===== src/rtl/pc_fetch_unit_if.sv =====
// Bundle between the fetch unit, instruction memory and the decode/execute stage.
// Handshake: IMEM_REQ stays high with IMEM_ADDR stable until a cycle with IMEM_ACK=1,
// in which IMEM_RDATA must be valid; PC_LOAD is a one-cycle retire pulse honoured only in READY.
interface pc_fetch_unit_if;
  logic [31:0] NEXT_PC;
  logic        PC_LOAD;
  logic [31:0] PC;
  logic [31:0] PC_PLUS4;
  logic [31:0] IMEM_ADDR;
  logic        IMEM_REQ;
  logic        IMEM_ACK;
  logic [31:0] IMEM_RDATA;
  logic [31:0] INSTR;
  logic        INSTR_VALID;
  logic        MISALIGNED;
  logic [31:0] FETCH_COUNT;
  logic [1:0]  state_dbg;

  modport master (
    input  NEXT_PC, PC_LOAD, IMEM_ACK, IMEM_RDATA,
    output PC, PC_PLUS4, IMEM_ADDR, IMEM_REQ, INSTR, INSTR_VALID,
           MISALIGNED, FETCH_COUNT, state_dbg
  );

  modport slave (
    output NEXT_PC, PC_LOAD, IMEM_ACK, IMEM_RDATA,
    input  PC, PC_PLUS4, IMEM_ADDR, IMEM_REQ, INSTR, INSTR_VALID,
           MISALIGNED, FETCH_COUNT, state_dbg
  );
endinterface


===== src/rtl/pc_fetch_unit.sv =====
// Program counter with a single-outstanding instruction fetch over req/ack.
// All outputs are registered except PC_PLUS4 and IMEM_ADDR, which derive from the PC flop.
module pc_fetch_unit #(
  parameter logic [31:0] RESET_VECTOR = 32'h0000_0000
) (
  input  logic              CLK,
  input  logic              RESET,
  pc_fetch_unit_if.master   bus
);

  typedef enum logic [1:0] {
    IDLE  = 2'd0,
    FETCH = 2'd1,
    READY = 2'd2,
    HALT  = 2'd3
  } state_e;

  state_e      state_q, state_d;
  logic [31:0] pc_q, pc_d;
  logic [31:0] instr_q, instr_d;
  logic [31:0] fetch_count_q, fetch_count_d;
  logic        instr_valid_q, instr_valid_d;
  logic        imem_req_q, imem_req_d;
  logic        misaligned_q, misaligned_d;

  always_comb begin
    state_d       = state_q;
    pc_d          = pc_q;
    instr_d       = instr_q;
    fetch_count_d = fetch_count_q;
    instr_valid_d = instr_valid_q;
    imem_req_d    = imem_req_q;
    misaligned_d  = misaligned_q;
    case (state_q)
      IDLE: begin
        state_d    = FETCH;
        imem_req_d = 1'b1;
      end
      FETCH: begin
        if (bus.IMEM_ACK) begin
          instr_d       = bus.IMEM_RDATA;
          fetch_count_d = fetch_count_q + 32'd1;
          imem_req_d    = 1'b0;
          instr_valid_d = 1'b1;
          state_d       = READY;
        end
      end
      READY: begin
        if (bus.PC_LOAD) begin
          pc_d          = bus.NEXT_PC;
          instr_valid_d = 1'b0;
          // A misaligned target parks the unit until reset; no request is issued for it.
          if (bus.NEXT_PC[1:0] == 2'b00) begin
            imem_req_d = 1'b1;
            state_d    = FETCH;
          end else begin
            misaligned_d = 1'b1;
            state_d      = HALT;
          end
        end
      end
      HALT: begin
        imem_req_d    = 1'b0;
        instr_valid_d = 1'b0;
      end
    endcase
  end

  always_ff @(posedge CLK) begin
    if (RESET) begin
      state_q       <= IDLE;
      pc_q          <= RESET_VECTOR;
      instr_q       <= 32'd0;
      fetch_count_q <= 32'd0;
      instr_valid_q <= 1'b0;
      imem_req_q    <= 1'b0;
      misaligned_q  <= 1'b0;
    end else begin
      state_q       <= state_d;
      pc_q          <= pc_d;
      instr_q       <= instr_d;
      fetch_count_q <= fetch_count_d;
      instr_valid_q <= instr_valid_d;
      imem_req_q    <= imem_req_d;
      misaligned_q  <= misaligned_d;
    end
  end

  assign bus.PC          = pc_q;
  assign bus.PC_PLUS4    = pc_q + 32'd4;
  assign bus.IMEM_ADDR   = pc_q;
  assign bus.IMEM_REQ    = imem_req_q;
  assign bus.INSTR       = instr_q;
  assign bus.INSTR_VALID = instr_valid_q;
  assign bus.MISALIGNED  = misaligned_q;
  assign bus.FETCH_COUNT = fetch_count_q;
  assign bus.state_dbg   = state_q;

endmodule


===== src/flat_wrapper.sv =====
// flat-port wrapper written by rule: the top's interface ports become plain ports
module pc_fetch_unit_flat 
#(
  parameter logic [31:0] RESET_VECTOR = 32'h0000_0000
)
  (CLK, RESET, bus_NEXT_PC, bus_PC_LOAD, bus_IMEM_ACK, bus_IMEM_RDATA, bus_PC, bus_PC_PLUS4, bus_IMEM_ADDR, bus_IMEM_REQ, bus_INSTR, bus_INSTR_VALID, bus_MISALIGNED, bus_FETCH_COUNT, bus_state_dbg);
  pc_fetch_unit_if bus_i ();
  input  logic CLK;
  input  logic RESET;
  input wire logic [$bits(bus_i.NEXT_PC)-1:0] bus_NEXT_PC;
  input wire logic [$bits(bus_i.PC_LOAD)-1:0] bus_PC_LOAD;
  input wire logic [$bits(bus_i.IMEM_ACK)-1:0] bus_IMEM_ACK;
  input wire logic [$bits(bus_i.IMEM_RDATA)-1:0] bus_IMEM_RDATA;
  output wire logic [$bits(bus_i.PC)-1:0] bus_PC;
  output wire logic [$bits(bus_i.PC_PLUS4)-1:0] bus_PC_PLUS4;
  output wire logic [$bits(bus_i.IMEM_ADDR)-1:0] bus_IMEM_ADDR;
  output wire logic [$bits(bus_i.IMEM_REQ)-1:0] bus_IMEM_REQ;
  output wire logic [$bits(bus_i.INSTR)-1:0] bus_INSTR;
  output wire logic [$bits(bus_i.INSTR_VALID)-1:0] bus_INSTR_VALID;
  output wire logic [$bits(bus_i.MISALIGNED)-1:0] bus_MISALIGNED;
  output wire logic [$bits(bus_i.FETCH_COUNT)-1:0] bus_FETCH_COUNT;
  output wire logic [$bits(bus_i.state_dbg)-1:0] bus_state_dbg;
  assign bus_i.NEXT_PC = bus_NEXT_PC;
  assign bus_i.PC_LOAD = bus_PC_LOAD;
  assign bus_i.IMEM_ACK = bus_IMEM_ACK;
  assign bus_i.IMEM_RDATA = bus_IMEM_RDATA;
  assign bus_PC = bus_i.PC;
  assign bus_PC_PLUS4 = bus_i.PC_PLUS4;
  assign bus_IMEM_ADDR = bus_i.IMEM_ADDR;
  assign bus_IMEM_REQ = bus_i.IMEM_REQ;
  assign bus_INSTR = bus_i.INSTR;
  assign bus_INSTR_VALID = bus_i.INSTR_VALID;
  assign bus_MISALIGNED = bus_i.MISALIGNED;
  assign bus_FETCH_COUNT = bus_i.FETCH_COUNT;
  assign bus_state_dbg = bus_i.state_dbg;
  pc_fetch_unit #(.RESET_VECTOR(RESET_VECTOR)) u_core (.CLK(CLK), .RESET(RESET), .bus(bus_i));
endmodule

===== config.mk =====
export PLATFORM = sky130hd
export DESIGN_NAME = pc_fetch_unit_flat
export DESIGN_NICKNAME = d
export VERILOG_FILES = /design/src/rtl/pc_fetch_unit_if.sv /design/src/rtl/pc_fetch_unit.sv /design/src/flat_wrapper.sv
export SDC_FILE = /design/constraint.sdc
export NUM_CORES = 1
export LEC_CHECK = 0
export CORE_MARGIN = 2
export CORE_UTILIZATION = 37
export CTS_CLUSTER_SIZE = 10
export DETAILED_ROUTE_END_ITERATION = 8
export PLACE_DENSITY_LB_ADDON = 0.15
export SYNTH_ARGS = -nofsm -noshare
export SYNTH_HDL_FRONTEND = slang
export SYNTH_SLANG_ARGS = --single-unit

===== constraint.sdc =====
create_clock -name CLK -period 1.9 [get_ports CLK]
set_input_delay 0.38 -clock CLK [delete_from_list [all_inputs] [get_ports CLK]]
set_output_delay 0.38 -clock CLK [all_outputs]
set_load 0.01 [all_outputs]

---- Word-level counts from Yosys, hierarchy flattened ----
Cells that the tools add are included.
operators by class
  add/sub/neg operators ................... 2
  equal/unequal tests ..................... 6
  multiplexer cells ....................... 11
  bitwise logic cells ..................... 1
  reduce and logical (&&, ||, !) cells .... 10
operators by type and width
  operator                                                count
  adder 32 x 1 -> 32 bit (second input constant)          1
  adder 32 x 3 -> 32 bit (second input constant)          1
  AND reduction 3 bit                                     4
  2-to-1 mux 2 bit                                        3
  case mux 2 bit (3 select lines)                         1
  nonzero test 3 bit                                      2
  2-to-1 mux 1 bit                                        5
  == test 2 bit (second input constant)                   2
  zero test 2 bit                                         2
  inequality test 2 bit (second input constant)           2
  case mux 1 bit (4 select lines)                         1
  AND reduction 2 bit                                     2
  case mux 1 bit (3 select lines)                         1
  == test 2 x 1 -> 1 bit (second input constant)          1
  inequality test 2 x 1 -> 1 bit (second input constant)  1
  inverter 1 bit                                          1
storage, ports and cells
  bits in registers ....................... 101
  input bits .............................. 68
  output and inout bits ................... 165

---- Depth between registers and ports, before layout ----
  depth in word-level cells ............... 4
  depth in mapped cells ................... 9

---- Least setup slack after synthesis ----
Ideal clock, no wire load.
  path type ............................... reg-to-output
  start ................................... register u_core.pc_q[16], in the netlist u_core.bus.IMEM_ADDR[16]
  end ..................................... output bus_PC_PLUS4[26]
  arrival time ............................ 1.782 ns
  path slack .............................. -0.262 ns
  stages on the path, launching flop included .. 5
  cell sequence ........................... dfxtp_1 > nand4_1 > nor4_1 > nand4_1 > xnor2_1
on the way
  word-level cells in the longest chain between the ends .. 1
ends and longest elaborated chain
  element                 line                 source
  start, declared         pc_fetch_unit.sv:19  logic [31:0] pc_q, pc_d;
  start signal, assigned  pc_fetch_unit.sv:80  pc_q <= pc_d;
  adder 32 x 3 -> 32 bit  pc_fetch_unit.sv:90  assign bus.PC_PLUS4 = pc_q + 32'd4;
  end, declared           flat_wrapper.sv:15   output wire logic [$bits(bus_i.PC_PLUS4)-1:0] bus_PC_PLUS4;
No other way between the ends.

---- Worst setup path after layout ----
  start ................................... register u_core.pc_q[9], in the netlist u_core.bus.IMEM_ADDR[9]
  end ..................................... output bus_PC_PLUS4[29]
Same word-level chain as after synthesis.

==> results.json <==
{
  "status": "complete, but fails checks",
  "violations": "setup timing",
  "drt-total-wl_um": 16300,
  "critPathKind": "reg -> out",
  "path_cells": "nand4_1, buf_6, nor4_4, buf_6, buf_6, nand4_1, xnor2_2, buf_2",
  "skew_ps": 7.64,
  "cts-htree-levels": 3,
  "netlist.area_leader.share_pct": 42.0,
  "worst_slew_pin_slew_ps": 476,
  "critPathRequiredTime_ps": 1520,
  "grt_use_total_pct": 22.3,
  "ys.warnings.count": 0,
  "num-nets-final": 946,
  "layout-drive-gt1-share_pct": 22.9,
  "syn-num-nets": 682,
  "p_leak_nw": 3.10,
  "synthFlopType": "dfxtp_1",
  "die_h_um": 118,
  "grt_start_max_net_pins": 44,
  "async_flop_share_pct": 0,
  "power_density_nw_per_um2": 588,
  "synth-edff-count": 0,
  "grt_pass1_wl_um": 25300,
  "n_fill_cell": 1090,
  "cp.buffers_inverters": 4,
  "p_total_w": 0.00481,
  "startpoint": "u_core.bus.IMEM_ADDR[9]$_SDFFE_PP0P_",
  "timing.setup.tns_ps": -5250,
  "crit_path_max_fanout": 4,
  "layout.area.seq_um2": 2060,
  "ys_seq_area_share_pct": 42.0,
  "peakVddDrop_mv": 0.332,
  "port_buffers": 232,
  "antenna_left": 0,
  "die_x_um": 118,
  "vias": 5303,
  "synthTopCellsByArea": "dfxtp_1 42%, nand2_1 12%, a21oi_1 8.9%",
  "antenna_found_initial": 1,
  "multiInputGateArea_um2": 2630,
  "core_um2": 12700,
  "rows": 41,
  "area_delta_synth_final_pct": 70.1,
  "syn_avg_cell_area_um2": 7.91,
  "dieArea_um2": 13900,
  "cts.sinks": 101,
  "end_kind": "output pin",
  "crit_family": "buffers and inverters",
  "min_period_ps": 2250,
  "cts_buffer_depth": 2,
  "place_hpwl_um": 12000,
  "ys_ff_latch": 101,
  "hp-class": "reg -> reg",
  "maxSlewViolCount": 0,
  "reg2reg_from": "u_core.bus.FETCH_COUNT[11]$_SDFFE_PP0P_",
  "post-route-period-util_pct": 118,
  "maxSlewHeadroom_pct": 68.2,
  "route.detailed.drc": 0,
  "netlist_area_um2": 4810,
  "io_pins": 233,
  "routed_via_density": 5.05,
  "cpPeakStageDelay_ps": 330,
  "synth.most_common_cell": "nand2_1",
  "dp_slack_ps": -426,
  "hold_violations": 0,
  "fmax_mhz": 444,
  "grt_overflow": 0,
  "rsz0062_at_grt": "yes",
  "clkLatencyLatePin_ps": 340,
  "worstPathArrival_ps": 1870,
  "critPathMostFrequentCell": "buf_6",
  "gp_congestion": 0.893,
  "cts_buffers": 9,
  "first_global_vias": 5010,
  "path_clk_slew_ps": 70,
  "netlist_instances": 608,
  "cts_tree": "yes",
  "setup_viol": 26,
  "synth_cell_types": 34,
  "cp-start-kind": "register",
  "first_pass_iters": 5,
  "drv_cap": 0,
  "hold_buffers": 0,
  "clockRootBuffer": "clkbuf_16",
  "fin_ws_ps": -351,
  "start_util_pct": 38.0,
  "min_from": "u_core.bus.INSTR[8]$_SDFFE_PP0P_",
  "cp_slowest_cell": "dfxtp_2",
  "synth.largest_area_cell": "dfxtp_1",
  "yosys-top-cells-count": "148 x nand2_1, 101 x dfxtp_1, 86 x a21oi_1, 34 x buf_4, 27 x xnor2_1",
  "drt-initial-drc-count": 342,
  "wl_per_cell_um": 15.5
}
-- cell usage in the layout (no fill, tap or decap), types with 8 or more instances in the layout --
cell and instances:
clkdlybuf4s50_1 202, nand2_1 145, a21oi_1 82, dfxtp_1 78, buf_4 76, buf_2 26, nand4_1 21, nor2_1 21
dfxtp_2 20, nand3_1 17, xnor2_1 16, o31ai_1 14, xor2_1 12, xnor2_2 11, or4_1 10, clkbuf_16 9
and4_1 8, inv_1 8
-- sequential cells by signal (all words and copies together) (netlist names) --
register	flops
u_core.bus.FETCH_COUNT	32
u_core.bus.INSTR	32
u_core.bus.state_dbg	2
u_core.bus.INSTR_VALID	1
u_core.bus.MISALIGNED	1
u_core.bus.IMEM_ADDR	32
u_core.bus.IMEM_REQ	1
-- final cells by class --
| class | count | share of cell area, % |
|---|---|---|
| Clock inverter | 6 | 0.841 |
| Timing Repair Buffer | 319 | 35.9 |
| Clock buffer | 10 | 2.92 |
| Inverter | 9 | 0.413 |
| Sequential cell | 101 | 25.2 |
| Antenna cell | 1 | 0.0306 |
| Tap cell | 172 | 2.63 |
| Multi-Input combinational cell | 432 | 32.1 |
-- logic make-up (layout without fill, tap and decap cells) --
family                     Yosys count  in the layout  synth area share, %
and+or+nand+nor                    274            276                 27.4
AOI/OAI and AO/OA                  108            108                 12.1
DFF                                101            101                 42.0
buffers and inverters               77            344                 9.03
xor gates and xnor gates            39             39                 7.10
adders and majority gates            6              6                 1.56
muxes                                3              3                0.702
other                                0              1                    0
-- per-stage QoR --
stage	hold slack [ps]	cells	util, %	cell area [µm²]
2_1_floorplan	481	608	-	4960
3_3_place_gp	442	1021	60.9	7720
3_5_place_dp	446	1021	60.9	7720
4_1_cts	455	1045	63.5	8050
5_1_grt	467	1049	64.5	8180
6_report	454	1050	64.6	8180
-- worst reg2reg max path, delay by kind of cell, from the launching register on --
family / cells / cell delay, ps
AOI/OAI and AO/OA: 1 / 140
DFF: 1 / 330
and+or+nand+nor: 3 / 1180
buffers and inverters: 1 / 190
-- timing repair --
action                     in CTS  in global routing
setup endpoints to repair      40                 37
gates resized for setup       130                 30
pin swaps                      18                 26
gates cloned                    2                  0
setup buffers                   6                  4
-- report_power, final --
group | switching, W | leakage, nW | internal (W) | total, W
sequential | 0.0000448 | 0.830 | 0.00218 | 0.00223
combinational | 0.000306 | 2.12 | 0.000383 | 0.000689
clock | 0.000824 | 0.149 | 0.00107 | 0.00189
-- final timing paths --
check,slack [ps],cells after the start,to
hold reg to reg,450,2,u_core.bus.INSTR[8]$_SDFFE_PP0P_
setup / recovery,-350,8,bus_PC_PLUS4[29]
setup reg to reg,-10,5,u_core.bus.FETCH_COUNT[21]$_SDFFE_PP0P_
hold / removal,450,2,u_core.bus.INSTR[8]$_SDFFE_PP0P_
-- routing by layer --
metal  wire [µm]  global-route usage [%]  share of wire [%]
met5           0                       0                  0
met4         597                    11.3                3.7
met3         849                    4.22                5.2
met2        8460                    40.6                 52
met1        6340                    24.8                 39
(Power assumes the default switching activity.)
